<file path="config.mk">
export PLATFORM = sky130hd
export DESIGN_NAME = operand_entry
export DESIGN_NICKNAME = d
export VERILOG_FILES = /design/src/rtl/operand_entry_pkg.sv /design/src/rtl/operand_entry_button_debouncer.sv /design/src/rtl/operand_entry.sv
export SDC_FILE = /design/constraint.sdc
export NUM_CORES = 1
export LEC_CHECK = 0
export CAP_MARGIN = 20
export CORE_UTILIZATION = 53
export CTS_BUF_LIST = sky130_fd_sc_hd__clkbuf_8
export CTS_CLUSTER_DIAMETER = 40
export DETAILED_ROUTE_END_ITERATION = 7
export MAX_ROUTING_LAYER = met4
export PLACE_DENSITY_LB_ADDON = 0.25
export SKIP_CTS_REPAIR_TIMING = 1
export SLEW_MARGIN = 15
export SYNTH_ARGS = -nofsm -noshare
export SYNTH_HDL_FRONTEND = slang
export SYNTH_HIERARCHICAL = 1
export SYNTH_SLANG_ARGS = --single-unit
</file>
<file path="constraint.sdc">
create_clock -name clk -period 1.54 [get_ports clk]
set_input_delay 0.154 -clock clk [delete_from_list [all_inputs] [get_ports clk]]
set_output_delay 0.154 -clock clk [all_outputs]
set_load 0.005 [all_outputs]
</file>
<file path="src/rtl/operand_entry_pkg.sv">
// Shared types and constants for the operand entry front end.
package operand_entry_pkg;

  localparam int unsigned OP_WIDTH_DEFAULT = 5;
  localparam logic [4:0]  NEG_ZERO         = 5'b10000;

  typedef enum logic [1:0] {
    S_LEFT  = 2'd0,
    S_RIGHT = 2'd1,
    S_HOLD  = 2'd2
  } state_t;

endpackage

</file>
<file path="src/rtl/operand_entry_button_debouncer.sv">
// Two-flop synchronizer plus counter debouncer; emits a one-cycle pulse when
// the accepted level rises.
module button_debouncer #(
  parameter int unsigned DEBOUNCE_CYCLES = 16
) (
  input  logic clk,
  input  logic reset,
  input  logic raw,
  output logic press
);

  localparam int unsigned CW = $clog2(DEBOUNCE_CYCLES + 1);

  logic [1:0]    sync;
  logic          level;
  logic [CW-1:0] cnt;

  // Level flips only after DEBOUNCE_CYCLES consecutive disagreeing samples
  always_ff @(posedge clk or posedge reset) begin
    if (reset) begin
      sync  <= '0;
      level <= 1'b0;
      cnt   <= '0;
      press <= 1'b0;
    end else begin
      sync  <= {sync[0], raw};
      press <= 1'b0;
      if (sync[1] == level) begin
        cnt <= '0;
      end else if (cnt == CW'(DEBOUNCE_CYCLES - 1)) begin
        cnt   <= '0;
        level <= sync[1];
        press <= sync[1];
      end else begin
        cnt <= cnt + CW'(1);
      end
    end
  end

endmodule

</file>
<file path="src/rtl/operand_entry.sv">
// Captures left then right sign-magnitude operands on debounced Enter presses
// and presents {left,right} with a valid/ack handshake. Optional macro:
// SIGN_MAG_NORMALIZE_EN stores negative zero as positive zero.
module operand_entry
  import operand_entry_pkg::*;
#(
  parameter int unsigned DEBOUNCE_CYCLES = 16,
  parameter int unsigned OP_WIDTH        = OP_WIDTH_DEFAULT
) (
  input  logic                  clk,
  input  logic                  reset,
  input  logic [OP_WIDTH-1:0]   switches,
  input  logic                  enter_btn,
  input  logic                  clear_btn,
  input  logic                  operands_ack,
  output logic [2*OP_WIDTH-1:0] operands,
  output logic                  operands_valid,
  output logic [1:0]            stage
);

  state_t                state, state_nxt;
  logic [OP_WIDTH-1:0]   left_q, right_q, left_nxt, right_nxt;
  logic                  valid_nxt;
  logic                  enter_press, clear_press;

`ifdef SIGN_MAG_NORMALIZE_EN
  localparam logic [OP_WIDTH-1:0] NEG_ZERO_W = (OP_WIDTH == OP_WIDTH_DEFAULT) ?
    OP_WIDTH'(NEG_ZERO) : {1'b1, {(OP_WIDTH-1){1'b0}}};
`endif

  function automatic logic [OP_WIDTH-1:0] norm(input logic [OP_WIDTH-1:0] v);
`ifdef SIGN_MAG_NORMALIZE_EN
    norm = (v == NEG_ZERO_W) ? '0 : v;
`else
    norm = v;
`endif
  endfunction

  button_debouncer #(.DEBOUNCE_CYCLES(DEBOUNCE_CYCLES)) u_enter_db (
    .clk   (clk),
    .reset (reset),
    .raw   (enter_btn),
    .press (enter_press)
  );

  button_debouncer #(.DEBOUNCE_CYCLES(DEBOUNCE_CYCLES)) u_clear_db (
    .clk   (clk),
    .reset (reset),
    .raw   (clear_btn),
    .press (clear_press)
  );

  always_ff @(posedge clk or posedge reset) begin
    if (reset) begin
      state          <= S_LEFT;
      left_q         <= '0;
      right_q        <= '0;
      operands_valid <= 1'b0;
    end else begin
      state          <= state_nxt;
      left_q         <= left_nxt;
      right_q        <= right_nxt;
      operands_valid <= valid_nxt;
    end
  end

  // Clear outranks enter and ack; the unused encoding falls back to S_LEFT
  always_comb begin
    state_nxt = state;
    left_nxt  = left_q;
    right_nxt = right_q;
    valid_nxt = operands_valid;
    if (clear_press) begin
      state_nxt = S_LEFT;
      left_nxt  = '0;
      right_nxt = '0;
      valid_nxt = 1'b0;
    end else begin
      case (state)
        S_LEFT: begin
          if (enter_press) begin
            left_nxt  = norm(switches);
            right_nxt = '0;
            state_nxt = S_RIGHT;
          end
        end
        S_RIGHT: begin
          if (enter_press) begin
            right_nxt = norm(switches);
            valid_nxt = 1'b1;
            state_nxt = S_HOLD;
          end
        end
        S_HOLD: begin
          if (operands_ack) begin
            valid_nxt = 1'b0;
            state_nxt = S_LEFT;
          end
        end
        default: begin
          valid_nxt = 1'b0;
          state_nxt = S_LEFT;
        end
      endcase
    end
  end

  assign operands = {left_q, right_q};
  assign stage    = state;

endmodule

</file>
# Word level (Yosys, flattened, before mapping)
# Index checks and enable logic that the tools add are counted.
dict set report totals {
  regBits 31
  elab_cells 59
}
dict set report op_classes {
  add_sub_neg 2
  eq_ne 10
  muxes 23
  bitwise_logic 2
  n_reduce_logical 10
}
# cell n
set ops {}
lappend ops {{$mux W5} 9}
lappend ops {{$add A5 B1 Y5 const B} 2}
lappend ops {{$eq A5 B4 Y1 const B} 2}
lappend ops {{$pmux W5 S2} 1}
lappend ops {{$reduce_and A3 Y1} 3}
lappend ops {{$mux W2} 4}
lappend ops {{$mux W1} 7}
lappend ops {{$ne A3 B1 Y1 const B} 2}
lappend ops {{$pmux W2 S3} 1}
lappend ops {{$reduce_and A2 Y1} 3}
lappend ops {{$reduce_bool A2 Y1} 2}
lappend ops {{$ne A3 B2 Y1 const B} 1}
lappend ops {{$pmux W1 S3} 1}
lappend ops {{$reduce_bool A3 Y1} 1}
lappend ops {{$eq A1 B1 Y1} 2}
lappend ops {{$eq A2 B1 Y1 const B} 1}
lappend ops {{$eq A2 B2 Y1 const B} 1}
lappend ops {{$logic_not A2 Y1} 1}
lappend ops {{$ne A2 B1 Y1 const B} 1}
lappend ops {{$not A1 Y1} 2}

# Depth between registers and ports, before layout
dict set report logic_depth {
  depth_word 3
  ltp_mapped 4
  ltp_nobuf 4
}

# Cells and area by module
# The synthesis kept the hierarchy.
# module n_inst cells_each area_each_um2
set by_module_without_submodules {}
lappend by_module_without_submodules {button_debouncer 2 26 339.1}
lappend by_module_without_submodules {operand_entry 1 59 553.0}

# Worst setup path after synthesis
# Ideal clock, no wire load.
dict set report synth_timing {
  path_type {reg-to-reg}
  start {reg u_clear_db.cnt[0]}
  end {reg u_clear_db.level}
  setup_time_ns 0.125
  arrival_time_ns 1.054
  setup_slack_ns 0.362
  stages_incl_launch_ff 5
  path_buffers 0
  cell_sequence {dfrtp_1 -> ha_1 -> nand3_2 -> nor2_1 -> mux2_2}
}
dict set report synth_via {
  elab_chain_len 2
}
# element line_no
set synth_rtl {}
lappend synth_rtl {{from (decl)} operand_entry_button_debouncer.sv:16} ;# logic [CW-1:0] cnt;
lappend synth_rtl {{from (signal assigned)} operand_entry_button_debouncer.sv:35} ;# cnt <= cnt + CW'(1);
lappend synth_rtl {{$eq A5 B4 Y1} operand_entry_button_debouncer.sv:30} ;# end else if (cnt == CW'(DEBOUNCE_CYCLES - 1)) begin
lappend synth_rtl {{$reduce_and A2 Y1 (no source line)} n/a}
lappend synth_rtl {{to (signal assigned)} operand_entry_button_debouncer.sv:32} ;# level <= sync[1];
lappend synth_rtl {{to (decl)} operand_entry_button_debouncer.sv:15} ;# logic level;
# Every way passes these cells.
# A chain may end at the register's enable or synchronous reset.

# Worst setup path in the final report
dict set report layout_timing {
  start {reg state[1], in the netlist stage[1]}
  end {out stage[1]}
}
# element line_no
set layout_lines {}
lappend layout_lines {{from (decl)} operand_entry.sv:21} ;# state_t state, state_nxt;
lappend layout_lines {{from (signal assigned)} operand_entry.sv:60} ;# state <= state_nxt;
lappend layout_lines {{to (decl)} operand_entry.sv:18} ;# output logic [1:0] stage
# No word-level cell between the ends.

==> qor.txt <==
Core Region: 2190 µm²
GR Overflow Total: 0
crit path cell chain: clkdlybuf4s50_1
WL final: 2160 µm
starting density of the core: 56.2%
slowest CP cell: clkdlybuf4s50_1
max-cap viol count: 0
status: finished, final reports clean
Critical Path AT: 1.27 ns
hold_ws: 0.191 ns
Max Slew Vio Count: 0
RSZ-0062 raised after global routing: false
worst slew pin tran: 0.490 ns
Yosys reg bits: 31
Syn. warnings: 6
f_max: 702 MHz
chip width: 50.2 µm
Slew Limit Headroom: 67.3%
Crit Path Category: register to output pin
Vias per Instance: 5.20
CP endpoint kind: output pin
Clock Sinks: 31
antenna fix cells: 0
DRC Markers: 0
DP HPWL: 1540 µm
area leader, netlist: dfrtp_1
Final GP Congestion: 0.676
post-synthesis sequential area ratio: 63.0%
GRT Util Overall: 21.2%
PD cells: 1090 nW/µm²
Die Ht: 50.2 µm
top cells by area, synth: dfrtp_1 63%, a21oi_1 4.9%, xor2_1 4.3%
Max FO, Critical Path: 7
Worst setup SP type: register
clk buf depth: 2
Worst Clk Skew: 0.00321 ns
Yosys top cell area share: 63.0%
Tightest Hold Check Type: input port to asynchronous set/reset pin
CTS Buf Count: 5
critical path's largest stage delay: 0.54 ns
vias in the first global route: 872
worst path required time: 1.39 ns
clk root buf: clkbuf_8
Skew-Pair Late Insertion Delay: 0.28 ns
TritonRoute pass-1 iters: 4
initial antenna violation count: 0
num rows: 17
setup TNS: 0 ns
post-route ant nets: 0
starting DRC count in detailed routing: 14
CTS H-tree depth: 2
post-synthesis area per instance: 11.1 µm²
drt wl/cell: 13.0 µm
first-pass GRT wire length: 3580 µm
Buffers on Ports: 22
cell family with most CP delay: buffers and inverters
static leakage: 0.000745 µW
Vias: 869
Syn Nets: 123
CTS tree: built
minimum clock period: 1.43 ns
worst vdd ir: 0.662 mV
Synth Instances: 111
I/O pin cnt: 23
largest net degree at the start of global routing: 14
final period utilization: 92.5%
Buf/Inv on CP: 1
Reg clk slew, reported paths: 0.06 ns
Netlist cell types: 23
Die Area: 2520 µm²
fraction of final layout cells sized beyond drive strength 1: 10.1%
Area growth, synth to finish: 29.6%
Syn Std Cell Area: 1230 µm²
Nets: 150
final setup fails: 0
Hold Vio Cnt, Final: 0
power by group:
group,leakage (µW),internal [µW],switching [µW]
logic,0.000319,41.1,39.0
registers,0.000365,836,14.2
clock network,0.0000612,523,283
per-stage QoR:
step	total power [µW]	utilization, %	instance area [µm²]	instances	setup WS (ns)
6_report	1740	72.8	1600	167	0.115
5_1_grt	1800	72.8	1600	167	0.0732
4_1_cts	1760	72.8	1600	167	0.0982
3_5_place_dp	946	67.4	1480	159	0.279
3_3_place_gp	942	67.4	1480	159	0.340
2_1_floorplan	902	-	1230	111	0.362
synthesized netlist by cell type:
master and instances:
xnor2_1 1, mux2_2 2, and3_1 2, ha_1 2
xor2_1 6, o21ai_0 3, nand2b_1 1, buf_2 1
nand2_1 13, nor3_1 1, dfrtp_1 31, nand3_1 7
nor3b_2 1, nor2_1 9, and2_1 2, inv_1 5
and2b_1 1, o21ai_1 5, nor4b_1 2, clkbuf_1 1
buf_4 1, a21oi_1 12, nand3_2 2
placed cells by master (no fill, tap or decap), types with 3 or more instances in the layout:
master | Yosys | layout
nand2_1 | 13 | 13
xor2_1 | 6 | 6
dfrtp_1 | 31 | 31
o21ai_0 | 3 | 3
inv_1 | 5 | 5
clkbuf_8 | 0 | 6
nor2_1 | 9 | 9
o21ai_1 | 5 | 5
clkdlybuf4s50_1 | 0 | 22
a21oi_1 | 12 | 12
nand3_1 | 7 | 7
registers in the layout, indices dropped and copies added (netlist names):
name              cells
u_enter_db/level      1
u_enter_db/press      1
right_q               5
u_clear_db/press      1
u_enter_db/sync       2
operands_valid        1
stage                 2
left_q                5
u_clear_db/cnt        5
u_enter_db/cnt        5
u_clear_db/sync       2
u_clear_db/level      1
layer usage:
metal | global-route usage, % | wire [µm] | part of all wire (%) | vias up
li1 | - | - | - | 423
met1 | 21.9 | 884 | 41 | 408
met2 | 34.9 | 1110 | 52 | 30
met3 | 5.76 | 113 | 5.2 | 8
met4 | 14.3 | 51 | 2.4 | 0
met5 | - | 0 | 0 | -
layout make-up:
cell class                      count  area [µm²]
Timing Repair Buffer               23         228
Clock inverter                      2        35.0
Multi-Input combinational cell     72         420
Inverter                            5        18.8
Tap cell                           28        35.0
Clock buffer                        6        82.6
Fill cell                         148         596
Sequential cell                    31         776
logic make-up (layout without fill, tap and decap cells):
family / after synthesis / in the layout / synth area share [%]
flops: 31 / 31 / 63.0
mux: 2 / 2 / 1.83
buf+inv: 8 / 36 / 2.85
xor+xnor: 7 / 7 / 4.98
simple gates: 41 / 41 / 17.2
compound gates: 20 / 20 / 8.13
fa+ha+maj: 2 / 2 / 2.03
final timing paths:
| kind | startpoint | endpoint | slack, ns | cells after the start |
|---|---|---|---|---|
| hold reg to reg | u_enter_db/sync[0] | u_enter_db/sync[1] | 0.35 | 0 |
| setup / recovery | stage[1] | stage[1] | 0.11 | 1 |
| setup reg to reg | stage[1] | left_q[2] | 0.23 | 3 |
| min in group clk | enter_btn | u_enter_db/sync[0] | 0.31 | 1 |
| max in group asynchronous | reset | left_q[4] | 0.95 | 2 |
| hold / removal | reset | u_enter_db/press | 0.19 | 2 |
worst register-to-register path: stages, from the launching register on:
cell and delay (ns):
dfrtp_1 0.45, nand2b_1 0.34, o21ai_0 0.28, a21oi_1 0.11
(Power assumes the default switching activity.)
